[src/rtl/uart_pkg.sv]
// Shared UART definitions: baud divider, FSM encoding, frame size.
// Used by the transmitter and the receiver.
package uart_pkg;

  typedef enum logic [1:0] {
    IDLE  = 2'd0,
    START = 2'd1,
    DATA  = 2'd2,
    STOP  = 2'd3
  } tx_state_t;

  localparam int FRAME_BITS = 10;

  function automatic int baud_div(
    input int clock_hz,
    input int baud_rate
  );
    return clock_hz / baud_rate;
  endfunction

endpackage

[src/rtl/uart_tx_if.sv]
// CPU-side write port of the UART transmitter.
// Master drives bytes in; slave reports FIFO and line status.
interface uart_tx_if;

  logic [7:0] wr_data;
  logic       wr_en;
  logic       full;
  logic       overflow;
  logic       busy;

  modport master (
    output wr_data,
    output wr_en,
    input  full,
    input  overflow,
    input  busy
  );

  modport slave (
    input  wr_data,
    input  wr_en,
    output full,
    output overflow,
    output busy
  );

endinterface

[src/rtl/uart_tx_fifo.sv]
// Synchronous FIFO with wrap-around pointers.
// Sized by DEPTH_LOG2; full and empty come straight off the pointers.
module uart_tx_fifo #(
  parameter int DEPTH_LOG2 = 2,
  parameter int WIDTH      = 8
) (
  input  logic             clk,
  input  logic             rst_n,
  input  logic             push,
  input  logic             pop,
  input  logic [WIDTH-1:0] din,
  output logic [WIDTH-1:0] dout,
  output logic             full,
  output logic             empty
);

  localparam int DEPTH = 2 ** DEPTH_LOG2;

  logic [WIDTH-1:0]    mem [DEPTH];
  logic [DEPTH_LOG2:0] wp;
  logic [DEPTH_LOG2:0] rp;

  assign empty = (wp == rp);
  assign full  = (wp[DEPTH_LOG2] != rp[DEPTH_LOG2]) &&
                 (wp[DEPTH_LOG2-1:0] == rp[DEPTH_LOG2-1:0]);
  assign dout  = mem[rp[DEPTH_LOG2-1:0]];

  always_ff @(posedge clk or negedge rst_n) begin
    if (!rst_n) begin
      wp <= '0;
      rp <= '0;
    end else begin
      if (push && !full)
        wp <= wp + 1'b1;
      if (pop && !empty)
        rp <= rp + 1'b1;
    end
  end

  always_ff @(posedge clk) begin
    if (push && !full)
      mem[wp[DEPTH_LOG2-1:0]] <= din;
  end

endmodule

[src/rtl/uart_tx.sv]
// 8N1 UART transmitter: byte FIFO feeding an LSB-first serialiser.
// Frames run back-to-back while the FIFO has data.
module uart_tx
  import uart_pkg::*;
#(
  parameter int CLOCK_HZ   = 50_000_000,
  parameter int BAUD_RATE  = 115200,
  parameter int DEPTH_LOG2 = 2
) (
  input  logic      clk,
  input  logic      rst_n,
  uart_tx_if.slave  wr,
  output logic      tx
);

  localparam int DIV = baud_div(CLOCK_HZ, BAUD_RATE);
  localparam int CW  = $clog2(DIV);
  localparam logic [CW-1:0] LAST = CW'(DIV - 1);

  tx_state_t      state;
  logic [CW-1:0]  cnt;
  logic [7:0]     shift_reg;
  logic [2:0]     bit_idx;
  logic [7:0]     head;
  logic           empty;
  logic           tick;
  logic           pop;

  assign tick = (cnt == LAST);

  always_comb begin
    pop = 1'b0;
    if (!empty)
      pop = (state == IDLE) || (state == STOP && tick);
  end

  uart_tx_fifo #(
    .DEPTH_LOG2(DEPTH_LOG2),
    .WIDTH     (8)
  ) u_fifo (
    .clk  (clk),
    .rst_n(rst_n),
    .push (wr.wr_en),
    .pop  (pop),
    .din  (wr.wr_data),
    .dout (head),
    .full (wr.full),
    .empty(empty)
  );

  assign wr.busy = (state != IDLE) || !empty;

  always_ff @(posedge clk or negedge rst_n) begin
    if (!rst_n) begin
      state       <= IDLE;
      cnt         <= '0;
      shift_reg   <= '0;
      bit_idx     <= '0;
      tx          <= 1'b1;
      wr.overflow <= 1'b0;
    end else begin
      wr.overflow <= wr.wr_en && wr.full;
      cnt <= (state == IDLE || tick) ? '0 : cnt + 1'b1;
      unique case (state)
        IDLE: begin
          if (!empty) begin
            shift_reg <= head;
            tx        <= 1'b0;
            state     <= START;
          end
        end
        START: begin
          if (tick) begin
            tx      <= shift_reg[0];
            bit_idx <= '0;
            state   <= DATA;
          end
        end
        DATA: begin
          if (tick) begin
            if (bit_idx == 3'd7) begin
              tx    <= 1'b1;
              state <= STOP;
            end else begin
              shift_reg <= shift_reg >> 1;
              tx        <= shift_reg[1];
              bit_idx   <= bit_idx + 1'b1;
            end
          end
        end
        STOP: begin
          if (tick) begin
            if (!empty) begin
              shift_reg <= head;
              tx        <= 1'b0;
              state     <= START;
            end else begin
              state <= IDLE;
            end
          end
        end
        default: state <= IDLE;
      endcase
    end
  end

endmodule

[src/flat_wrapper.sv]
// flat-port wrapper written by rule: the top's interface ports become plain ports
module uart_tx_flat import uart_pkg::*;
#(
  parameter int CLOCK_HZ   = 50_000_000,
  parameter int BAUD_RATE  = 115200,
  parameter int DEPTH_LOG2 = 2
)
  (clk, rst_n, tx, wr_wr_data, wr_wr_en, wr_full, wr_overflow, wr_busy);
  uart_tx_if wr_i ();
  input  logic clk;
  input  logic rst_n;
  output logic tx;
  input wire logic [$bits(wr_i.wr_data)-1:0] wr_wr_data;
  input wire logic [$bits(wr_i.wr_en)-1:0] wr_wr_en;
  output wire logic [$bits(wr_i.full)-1:0] wr_full;
  output wire logic [$bits(wr_i.overflow)-1:0] wr_overflow;
  output wire logic [$bits(wr_i.busy)-1:0] wr_busy;
  assign wr_i.wr_data = wr_wr_data;
  assign wr_i.wr_en = wr_wr_en;
  assign wr_full = wr_i.full;
  assign wr_overflow = wr_i.overflow;
  assign wr_busy = wr_i.busy;
  uart_tx #(.CLOCK_HZ(CLOCK_HZ), .BAUD_RATE(BAUD_RATE), .DEPTH_LOG2(DEPTH_LOG2)) u_core (.clk(clk), .rst_n(rst_n), .wr(wr_i), .tx(tx));
endmodule
[config.mk]
export PLATFORM = sky130hd
export DESIGN_NAME = uart_tx_flat
export DESIGN_NICKNAME = d
export VERILOG_FILES = /design/src/rtl/uart_pkg.sv /design/src/rtl/uart_tx_if.sv /design/src/rtl/uart_tx_fifo.sv /design/src/rtl/uart_tx.sv /design/src/flat_wrapper.sv
export SDC_FILE = /design/constraint.sdc
export NUM_CORES = 1
export LEC_CHECK = 0
export ABC_AREA = 1
export CELL_PAD_IN_SITES_DETAIL_PLACEMENT = 0
export CELL_PAD_IN_SITES_GLOBAL_PLACEMENT = 1
export CORE_MARGIN = 2
export CORE_UTILIZATION = 50
export DETAILED_ROUTE_END_ITERATION = 16
export PLACE_DENSITY = 0.93
export SETUP_SLACK_MARGIN = 0.5
export SLEW_MARGIN = 40
export SYNTH_ARGS = -nofsm -noshare
export SYNTH_HDL_FRONTEND = slang
export SYNTH_HIERARCHICAL = 1
export SYNTH_SLANG_ARGS = --single-unit
[constraint.sdc]
create_clock -name clk -period 3.9 [get_ports clk]
set_input_delay 0.78 -clock clk [delete_from_list [all_inputs] [get_ports clk]]
set_output_delay 0.78 -clock clk [all_outputs]
set_load 0.01 [all_outputs]
==> results.md <==
* Status: finished, final reports clean
* Period Utilization, post-route at 0.777
* Clock Latency Late Sink at 0.34 ns
* Clk sinks at 62
* Top post-synthesis cells by count: nand2_1, nor2_1, edfxtp_1
* Worst Hold Depth at 2
* IO buf count at 14
* Slew @ Worst Pin at 0.627 ns
* Ys flop type: edfxtp_1
* Die height at 82.2 microns
* Vias per inst at 5.11
* Met3 Usage GRT at 0.0467
* Post-Syn Instances at 327
* Worst reg2reg endpoint: u_core/u_fifo/mem[1][3]$_DFFE_PP_
* Via Count at 2,187
* Worst Path Arrival at 2.25 ns
* # resized after CTS at 0
* Critical Path Max Stage Delay at 0.71 ns
* Max FFs per register at 32
* I/O pin count at 15
* H-tree depth at 3
* Yosys warns at 6
* Layout cells sized above 1 at 0.105
* Crit. End Element: output port
* Syn-to-layout area delta at 13.4%
* Crit path max fanout at 20
* Cts hold-fix bufs at 0
* Fin. max-slew vios at 0
* Ys async rst share at 0.484
* RD Place Congestion at 0.818
* TNS Setup at 0 ns
* Most area-hungry cell type in the Yosys netlist: edfxtp_1
* Cts bufs inserted at 9
* Starting Density at 0.516
* Leakage power at 1.59 nW
* Mean Syn Cell Area at 9.34 sq um
* Nets at 374
* Antenna viol nets, final at 0
* Tmin final at 3.03 ns
* Sequential-to-total area share from yosys stat at 0.561
* Hold Path Origin: u_core/shift_reg[6]$_DFFE_PN0P_
* Clock Tree Buf Depth at 2
* Peak-usage layer in the global routing report: met2
* ANT cells at 0
* Max cap viols at 0
* 1st-iter DRT viols at 139
* Met1 Use GR at 0.227
* Endpoint of the worst hold path: u_core/shift_reg[6]$_DFFE_PN0P_
* WP data required at 3.12 ns
* Root cell of the clock tree: clkbuf_8
* Endpoints failing hold at 0
* Syn nets at 353
* CTS tree: done
* CP most frequent cell: nand2_2
* Post-DP HPWL at 3.92 mm
* Fillers at 522
* Largest cells by area after synthesis: edfxtp_1, dfrtp_1, nand2_1
* Cell Rows at 28
* DRC viols at 0
* DRT Pass-1 Iters at 5
* Initial antenna violation count at 0
* Slowest cell on crit path: dfrtp_1
* CP Cell Sequence: clkinv_4 > nand2_2 > nand2_2 > nand3_2 > inv_1 > nand2_1 > clkdlybuf4s50_1
* Number of global-route vias before repair at 2,104
* # Post-CTS Setup Buffers at 0
* Pin count of the biggest net entering global routing at 31
* Count of different cell masters after synthesis at 30
* Area share of the largest cell type after synthesis at 0.315
* Setup-failing EPs final at 0
* Relative slew slack at 0.581
* Die X at 82.2 microns
* Post-synth EDFFs at 32
* VDD IR max at 0.394 mV
* Synth Register Bits at 62
* Clock Skew at 0.0101 ns
* GR Util met2 at 0.307
* RSZ-0062 raised after global routing: no
* Min-delay worst type: reg -> reg
* First-pass GRT wire length at 9.45 mm
* PD cells at 747 nW/um^2
* Post-Layout Inst Area at 3460 sq um
* Die ar. at 6750 sq um
* All-layer global routing usage at 0.187
* Mapped Area at 3050 sq um
* Reg2reg start: u_core/u_fifo/rp[0]$_DFFE_PN0P_
* Dpl cell area at 3260 sq um
* Core region area at 5920 sq um
* WS Path Type: reg -> out
* DR WL/cell at 12.8 microns
* CTS clock-pin slew for the worst setup and hold paths at 0.08 ns
* FF-to-FF setup slack at 1.66 ns
* DRT Wirelength at 5.48 mm
* Reg2Reg Depth at 6
* Most common cell in the netlist: nand2_1
* Gr ovfl total at 0
* Worst setup SP type: flop
* Max Freq at 330 MHz
## cells in the final DEF, fill, tap and decap left out, types with 5 or more instances in the layout
cell	count
inv_1	28
edfxtp_1	32
nand3_1	24
o22ai_1	8
clkdlybuf4s50_1	14
clkinv_4	5
o21ai_0	22
ha_1	15
dfrtp_1	29
clkbuf_8	9
nor2_1	35
nand2_1	95
nand2_2	6
## metal layers
metal | wire (microns) | vias up
li1 | - | 1110
met1 | 2560 | 1025
met2 | 2610 | 40
met3 | 195 | 12
met4 | 111 | 0
met5 | 0 | -
## power breakdown
part / total, mW / internal, mW / switching [mW]
logic: 1.01 / 0.360 / 0.649
registers: 1.01 / 0.876 / 0.138
clock network: 0.565 / 0.299 / 0.266
total: 2.59 / 1.54 / 1.05
## logic make-up (layout without fill, tap and decap cells)
logic type | Yosys count | after routing | share of synthesized area
adder cells (fa/ha/maj) | 15 | 15 | 0.0615
AO/OA/AOI/OAI | 36 | 36 | 0.0639
AND/OR/NAND/NOR | 175 | 175 | 0.256
flip-flops | 62 | 62 | 0.561
XOR/XNOR | 2 | 2 | 0.00574
buffers and inverters | 37 | 63 | 0.0516
## stage by stage
stage	setup WS [ns]	util	power [mW]	hold WS [ns]	cells
floorplan	2.12	-	1.80	0.442	327
global placement	1.27	0.551	2.00	0.456	412
detailed placement	1.23	0.551	2.04	0.463	412
CTS	0.845	0.585	2.61	0.482	428
global route	0.657	0.585	2.81	0.494	428
finish	0.869	0.585	2.59	0.481	428
## worst max-delay path: cells and delay by family (launching register included)
family	cells	cell delay, ns
flip-flops	1	0.71
AND/OR/NAND/NOR	4	0.35
buffers and inverters	3	0.86
## worst max path at each step
stage | start | to | cells after the start
CTS | u_core/u_fifo/rp[0]$_DFFE_PN0P_ | wr_busy | 7
finish | u_core/u_fifo/rp[0]$_DFFE_PN0P_ | wr_busy | 7
detailed placement | u_core/u_fifo/rp[0]$_DFFE_PN0P_ | wr_busy | 7
global route | u_core/u_fifo/rp[0]$_DFFE_PN0P_ | wr_busy | 7
global placement | u_core/u_fifo/rp[0]$_DFFE_PN0P_ | wr_busy | 7
floorplan | u_core/u_fifo/wp[1]$_DFFE_PN0P_ | wr_busy | 4
## final cells by class
type | count | area (sq um) | share of cell area
clock buffer | 10 | 128 | 0.0368
clock inverter | 6 | 72.6 | 0.0210
inverter | 32 | 125 | 0.0361
multi-input combinational | 228 | 1180 | 0.342
sequential | 62 | 1710 | 0.495
tap | 75 | 93.8 | 0.0271
timing repair buffer | 15 | 148 | 0.0426
Note: power is estimated with default switching activity, not from simulation.
